[src/rtl/ram_matrix_writer_pkg.sv]
// Shared sequencer instruction package: opcode values, FSM state encoding and
// the instruction word layout used by the sequencer peripherals.
package ram_matrix_writer_pkg;

   localparam logic [3:0] OP_NOP    = 4'd0;
   localparam logic [3:0] OP_LDR    = 4'd1;
   localparam logic [3:0] OP_LDC    = 4'd2;
   localparam logic [3:0] OP_WR     = 4'd3;
   localparam logic [3:0] OP_FILL   = 4'd4;
   localparam logic [3:0] OP_RD     = 4'd5;
   localparam logic [3:0] OP_CLRERR = 4'd6;

   localparam logic [1:0] ST_IDLE      = 2'd0;
   localparam logic [1:0] ST_READ_WAIT = 2'd1;
   localparam logic [1:0] ST_FILL      = 2'd2;

   typedef struct packed {
      logic [3:0] opcode;
      logic [7:0] imm;
   } inst_t;

   function automatic inst_t decode_inst(input logic [11:0] raw);
      return inst_t'(raw);
   endfunction

endpackage

[src/rtl/ram_matrix_writer_matrix_cursor.sv]
// Row/column position register with raster-order advance and wrap, plus the
// linear RAM address of the current cell.
module matrix_cursor #(
   parameter int RAMRows = 128,
   parameter int RAMCols = 128
) (
   input  logic        clock,
   input  logic        reset,
   input  logic        load_row,
   input  logic        load_col,
   input  logic [7:0]  load_value,
   input  logic        advance,
   output logic [15:0] addr,
   output logic        at_end
);

   localparam logic [7:0] LAST_ROW = 8'(RAMRows - 1);
   localparam logic [7:0] LAST_COL = 8'(RAMCols - 1);

   logic [7:0] row_q;
   logic [7:0] col_q;

   // Loads and advance never coincide; advance walks columns first, then rows.
   always_ff @(posedge clock or negedge reset) begin
      if (!reset) begin
         row_q <= 8'd0;
         col_q <= 8'd0;
      end else begin
         if (load_row) begin
            row_q <= load_value;
         end
         if (load_col) begin
            col_q <= load_value;
         end
         if (advance) begin
            if (col_q == LAST_COL) begin
               col_q <= 8'd0;
               row_q <= (row_q == LAST_ROW) ? 8'd0 : row_q + 8'd1;
            end else begin
               col_q <= col_q + 8'd1;
            end
         end
      end
   end

   assign addr   = 16'(row_q) * 16'(RAMCols) + 16'(col_q);
   assign at_end = (row_q == LAST_ROW) && (col_q == LAST_COL);

endmodule

[src/rtl/ram_matrix_writer.sv]
// Instruction-driven writer/reader for an external matrix RAM: positions a
// cursor, writes single cells, fills to the end of the matrix, reads back.
module ram_matrix_writer
   import ram_matrix_writer_pkg::*;
#(
   parameter int RAMRows     = 128,
   parameter int RAMCols     = 128,
   parameter int RAMDataSize = 4
) (
   input  logic                   clock,
   input  logic                   reset,
   input  logic [11:0]            inst,
   input  logic                   inst_en,
   output logic [7:0]             out,
   output logic [15:0]            ram_addr,
   output logic                   ram_we,
   output logic [RAMDataSize-1:0] ram_data_i,
   input  logic [RAMDataSize-1:0] ram_data_o
);

   localparam logic [8:0] ROW_LIM = 9'(RAMRows);
   localparam logic [8:0] COL_LIM = 9'(RAMCols);

   logic [1:0]             state_q;
   logic                   error_q;
   logic                   last_q;
   logic [RAMDataSize-1:0] rd_data_q;
   logic [RAMDataSize-1:0] fill_data_q;

   inst_t       cur;
   logic        busy;
   logic        accept;
   logic        row_ok;
   logic        col_ok;
   logic        load_row;
   logic        load_col;
   logic        advance;
   logic [15:0] cur_addr;
   logic        at_end;

   assign cur    = decode_inst(inst);
   assign busy   = (state_q != ST_IDLE);
   assign accept = inst_en && !busy;
   assign row_ok = ({1'b0, cur.imm} < ROW_LIM);
   assign col_ok = ({1'b0, cur.imm} < COL_LIM);

   // The cursor moves on every committed write and on read completion, except
   // after the final fill write where it has already wrapped to (0,0).
   always_comb begin
      load_row = accept && (cur.opcode == OP_LDR) && row_ok;
      load_col = accept && (cur.opcode == OP_LDC) && col_ok;
      advance  = (accept && ((cur.opcode == OP_WR) || (cur.opcode == OP_FILL)))
               || (state_q == ST_READ_WAIT)
               || ((state_q == ST_FILL) && !last_q);
   end

   matrix_cursor #(
      .RAMRows (RAMRows),
      .RAMCols (RAMCols)
   ) u_cursor (
      .clock      (clock),
      .reset      (reset),
      .load_row   (load_row),
      .load_col   (load_col),
      .load_value (cur.imm),
      .advance    (advance),
      .addr       (cur_addr),
      .at_end     (at_end)
   );

   // RAM strobes are registered: an accepted WR/FILL/RD shows on the bus in the
   // following cycle. last_q remembers that the cell just presented is the final one.
   always_ff @(posedge clock or negedge reset) begin
      if (!reset) begin
         state_q     <= ST_IDLE;
         error_q     <= 1'b0;
         last_q      <= 1'b0;
         rd_data_q   <= '0;
         fill_data_q <= '0;
         ram_we      <= 1'b0;
         ram_addr    <= 16'd0;
         ram_data_i  <= '0;
      end else begin
         case (state_q)
            ST_IDLE: begin
               ram_we <= 1'b0;
               if (inst_en) begin
                  case (cur.opcode)
                     OP_NOP: ;
                     OP_LDR: if (!row_ok) error_q <= 1'b1;
                     OP_LDC: if (!col_ok) error_q <= 1'b1;
                     OP_WR: begin
                        ram_we     <= 1'b1;
                        ram_addr   <= cur_addr;
                        ram_data_i <= cur.imm[RAMDataSize-1:0];
                     end
                     OP_FILL: begin
                        ram_we      <= 1'b1;
                        ram_addr    <= cur_addr;
                        ram_data_i  <= cur.imm[RAMDataSize-1:0];
                        fill_data_q <= cur.imm[RAMDataSize-1:0];
                        last_q      <= at_end;
                        state_q     <= ST_FILL;
                     end
                     OP_RD: begin
                        ram_addr <= cur_addr;
                        state_q  <= ST_READ_WAIT;
                     end
                     OP_CLRERR: error_q <= 1'b0;
                     default: error_q <= 1'b1;
                  endcase
               end
            end
            ST_READ_WAIT: begin
               ram_we    <= 1'b0;
               rd_data_q <= ram_data_o;
               state_q   <= ST_IDLE;
               if (inst_en) error_q <= 1'b1;
            end
            ST_FILL: begin
               if (inst_en) error_q <= 1'b1;
               if (last_q) begin
                  ram_we  <= 1'b0;
                  last_q  <= 1'b0;
                  state_q <= ST_IDLE;
               end else begin
                  ram_we     <= 1'b1;
                  ram_addr   <= cur_addr;
                  ram_data_i <= fill_data_q;
                  last_q     <= at_end;
               end
            end
            default: begin
               ram_we  <= 1'b0;
               state_q <= ST_IDLE;
            end
         endcase
      end
   end

   // While waiting on a read the low bits show the RAM data as it arrives.
   always_comb begin
      out    = 8'h00;
      out[7] = busy;
      out[6] = error_q;
      out[RAMDataSize-1:0] = (state_q == ST_READ_WAIT) ? ram_data_o : rd_data_q;
   end

endmodule

[config.mk]
export PLATFORM = sky130hd
export DESIGN_NAME = ram_matrix_writer
export DESIGN_NICKNAME = d
export VERILOG_FILES = /design/src/rtl/ram_matrix_writer_pkg.sv /design/src/rtl/ram_matrix_writer_matrix_cursor.sv /design/src/rtl/ram_matrix_writer.sv
export SDC_FILE = /design/constraint.sdc
export NUM_CORES = 1
export LEC_CHECK = 0
export CORE_MARGIN = 10
export CORE_UTILIZATION = 52
export DETAILED_ROUTE_END_ITERATION = 6
export PLACE_DENSITY = 0.8
export REMOVE_ABC_BUFFERS = 1
export SYNTH_ARGS = -nofsm -noshare
export SYNTH_HDL_FRONTEND = slang
export SYNTH_SLANG_ARGS = --single-unit
[constraint.sdc]
create_clock -name clock -period 2.5 [get_ports clock]
set_input_delay 0.375 -clock clock [delete_from_list [all_inputs] [get_ports clock]]
set_output_delay 0.375 -clock clock [all_outputs]
set_load 0.02 [all_outputs]
==> impl_metrics.ini <==
[timing]
max_slew.worst_pin.slew_ns = 0.746
timing_max_transition_violations_final = 0
setup-tns-final_ns = 0
relSlewSlack_pct = 49.8
finalHoldViolCount = 0
timing.final.setup_violations = 0
final_min_period_over_clock_period_pct = 94.8
layout_min_cycle_time_ns = 2.37
timing.fmax_ghz = 0.422
fin_skew_ns = 0.00643
final.hold.worst_slack_ns = 0.0744
rsz0062_at_grt = false

[yosys]
synth_enable_flop_cells = 0
yosys.area.top_type_share_pct = 46.3
postSynthRegisterBits = 49
synth_async_sr_flop_share_pct = 100
synth_ff_type = sky130_fd_sc_hd__dfrtp_1
syn-cell-area_mm2 = 0.00265
synth_top_area_cell = sky130_fd_sc_hd__dfrtp_1
seq_area_frac_synth_pct = 46.3
yosysUniqueCellTypes = 49
synth_top_cells_by_area = sky130_fd_sc_hd__dfrtp_1 (46%), sky130_fd_sc_hd__mux2_2 (7.7%), sky130_fd_sc_hd__nand2_1 (4.7%)
synth_cells = 264
yosys_warnings = 0
average_footprint_of_a_synthesized_cell_um2 = 10.0

[worst_setup_path]
timing_worst_setup_path_type = flop to output pin
cp_data_required_time_ns = 2.12
critical_path.reg2reg.startpoint = state_q[0]$_DFFE_PN0P_
cell_breakdown_of_the_critical_path = inv_1 -> ha_1 -> mux2_2 -> clkdlybuf4s50_1
reg2reg_setup_slack_ns = 0.28
crit_path_end_kind = output pin
critical_path.max_stage_delay_ns = 0.55
cp_slowest_cell = sky130_fd_sc_hd__clkdlybuf4s50_1
critPathArrivalTime_ns = 2.00
rr_worst_depth = 6
setup.worst_path.start_class = flop
critical_path.reg2reg.endpoint = u_cursor.row_q[6]$_DFF_PN0_
crit_fanout = 5

[floorplanning]
floorplan.die.height_um = 91.4
core.rowCount = 25
num_io_pins = 48
floorplan.core_area_mm2 = 0.00482
dieWidth_um = 91.4
fp.dieArea_mm2 = 0.00835
floorplan.initialDensity_pct = 55.0

[clock_tree]
clock_tree.htree_level_count = 2
cts_inserted_buffers = 5
cts.hold.buffers_added = 0
ctsRootBufferMaster = sky130_fd_sc_hd__clkbuf_8
insertion_delay_ns = 0.30
clock_sinks = 49
clk_pin_slew_worst_paths_ns = 0.09
post_cts_resized = 0
post-cts-setup-buffer-count = 0
ctsLongestPathBuffers = 2
cts_tree = built

[job]
max_cap_violations = 0

[placement]
postPlaceCellArea_mm2 = 0.00320
hpwlAfterDp_um = 4400
gpl.final_weighted_congestion = 0.902
numPortBuffers = 45

[global_routing]
gr-total-overflow = 0
largest_net_degree_at_the_start_of_global_routing = 29
grt_pass1_vias = 2081
antenna_violations_before_repair = 0
grtUsageTotal_pct = 13.7
grt_first_pass_wirelength_um = 9610

[cells_and_area]
finalNetCount = 341
post-route-util_pct = 68.0
layout-drive-gt1-share_pct = 15.2
register_area_mm2 = 0.00123
synthToLayoutAreaGrowth_pct = 23.7
layout.cell_area.non_filler_mm2 = 0.00328
multi_input_comb_area_mm2 = 0.00131
num_antenna_cells = 0
num-fill-cells = 414

[drt]
ant_nets = 0
drt-vias-per-instance = 5.52
drt-pass1-iter-count = 4
number_of_drc_violations_after_detailed_routing_iteration_0 = 91
routed_wire_length_per_instance_um = 14.9
routed_wl_um = 5720
vias = 2113
drc = 0

[pwr]
ir_drop_v = 0.000767
pwr_density_cell_mw_per_mm2 = 1070
total_leakage_power_nw = 1.33

[worst_hold_path]
worstHoldPathType = input pin to asynchronous set/reset pin

[outcome]
status = completed
## report_power, final
group	switching (W)	internal [W]	total, W
clock	0.000248	0.000199	0.000447
combinational	0.000887	0.000827	0.00171
sequential	0.000235	0.00110	0.00133
## per-stage QoR
stage	worst slack [ns]	total power [W]	std cells
final	0.130	0.00349	383
after global routing	0.0389	0.00376	383
after CTS	0.105	0.00354	383
after detailed placement	0.0888	0.00309	375
after global placement	0.125	0.00304	375
after floorplan	0.137	0.00236	250
## cells in the mapped netlist, types with 2 or more instances
master                     count
sky130_fd_sc_hd__dfrtp_1      49
sky130_fd_sc_hd__nand2_1      33
sky130_fd_sc_hd__o21ai_0      19
sky130_fd_sc_hd__mux2_2       18
sky130_fd_sc_hd__nor2_1       17
sky130_fd_sc_hd__nand3_1      12
sky130_fd_sc_hd__a21oi_1      10
sky130_fd_sc_hd__mux2i_1      10
sky130_fd_sc_hd__inv_1         8
sky130_fd_sc_hd__ha_1          7
sky130_fd_sc_hd__buf_4         6
sky130_fd_sc_hd__clkbuf_1      6
sky130_fd_sc_hd__nand4_1       6
sky130_fd_sc_hd__o221a_2       6
sky130_fd_sc_hd__a21o_1        4
sky130_fd_sc_hd__nand3b_1      4
sky130_fd_sc_hd__buf_2         3
sky130_fd_sc_hd__nand2b_1      3
sky130_fd_sc_hd__nor2b_1       3
sky130_fd_sc_hd__nor3_1        3
sky130_fd_sc_hd__o22ai_1       3
sky130_fd_sc_hd__xnor2_1       3
sky130_fd_sc_hd__xor2_1        3
sky130_fd_sc_hd__and3_1        2
sky130_fd_sc_hd__o221ai_1      2
## how the worst max path moves through the flow
stage,cells past startpoint,end,slack [ns],start
2_1_floorplan,5,ram_addr[0]$_DFFE_PN0P_,0.14,state_q[0]$_DFFE_PN0P_
3_3_place_gp,6,u_cursor.row_q[2]$_DFF_PN0_,0.13,inst[10]
3_5_place_dp,7,u_cursor.row_q[6]$_DFF_PN0_,0.09,inst[10]
4_1_cts,4,out[3],0.11,state_q[1]$_DFFE_PN0P_
5_1_grt,4,out[3],0.04,state_q[1]$_DFFE_PN0P_
6_report,4,out[3],0.13,state_q[1]$_DFFE_PN0P_
## flip-flops by register name, indices dropped and copies added (netlist names), 2 cells and up
signal          cells
ram_addr           16
fill_data_q         4
u_cursor.row_q      8
rd_data_q           4
state_q             2
ram_data_i          4
u_cursor.col_q      8
## layer usage
layer,track usage [%],share of wire [%],up-vias
met5,0,0,-
met4,4.05,1.9,0
met3,4.77,6.4,11
met2,22.2,46,56
met1,16.8,45,998
li1,-,-,1048
## layout by cell type, fill, tap and decap left out, types with 2 or more instances in the layout
cell,instances
sky130_fd_sc_hd__xnor2_1,3
sky130_fd_sc_hd__o21ai_0,19
sky130_fd_sc_hd__mux2_2,18
sky130_fd_sc_hd__clkdlybuf4s50_1,44
sky130_fd_sc_hd__nand3_1,12
sky130_fd_sc_hd__nand2_1,33
sky130_fd_sc_hd__nor3_1,3
sky130_fd_sc_hd__o22ai_1,3
sky130_fd_sc_hd__clkbuf_8,5
sky130_fd_sc_hd__a21o_1,4
sky130_fd_sc_hd__xor2_1,3
sky130_fd_sc_hd__nand4_1,6
sky130_fd_sc_hd__conb_1,2
sky130_fd_sc_hd__a21oi_1,10
sky130_fd_sc_hd__nand3b_1,4
sky130_fd_sc_hd__ha_1,7
sky130_fd_sc_hd__and3_1,2
sky130_fd_sc_hd__mux2i_1,10
sky130_fd_sc_hd__nor2b_1,3
sky130_fd_sc_hd__dfrtp_1,49
sky130_fd_sc_hd__nor2_1,17
sky130_fd_sc_hd__inv_1,8
sky130_fd_sc_hd__nand2b_1,3
sky130_fd_sc_hd__o221ai_1,2
sky130_fd_sc_hd__buf_4,13
sky130_fd_sc_hd__o221a_2,6
sky130_fd_sc_hd__clkbuf_1,3
## cells by family (layout without fill, tap and decap cells)
family | after synthesis | after routing | share of synthesized area [%]
other cells | 1 | 2 | 0.142
flops | 49 | 49 | 46.3
mux | 29 | 29 | 11.9
xor+xnor | 6 | 6 | 1.98
simple gates | 95 | 95 | 18.1
buf+inv | 23 | 74 | 4.25
compound gates | 54 | 54 | 14.0
fa+ha+maj | 7 | 7 | 3.31
## critical path: cells and delay by family, from the launching register on
family / cells / cell delay (ns)
multiplexers: 1 / 0.38
buffers and inverters: 2 / 0.64
flip-flops: 1 / 0.41
adder cells (fa/ha/maj): 1 / 0.27
## cell type report
cell class / count / share of cell area [%]
Timing Repair Buffer: 58 / 16.6
Clock buffer: 8 / 2.44
Multi-Input combinational cell: 193 / 40.1
Sequential cell: 49 / 37.4
Tap cell: 67 / 2.56
Inverter: 8 / 0.916
No activity file was read; power rests on OpenSTA's default activity.
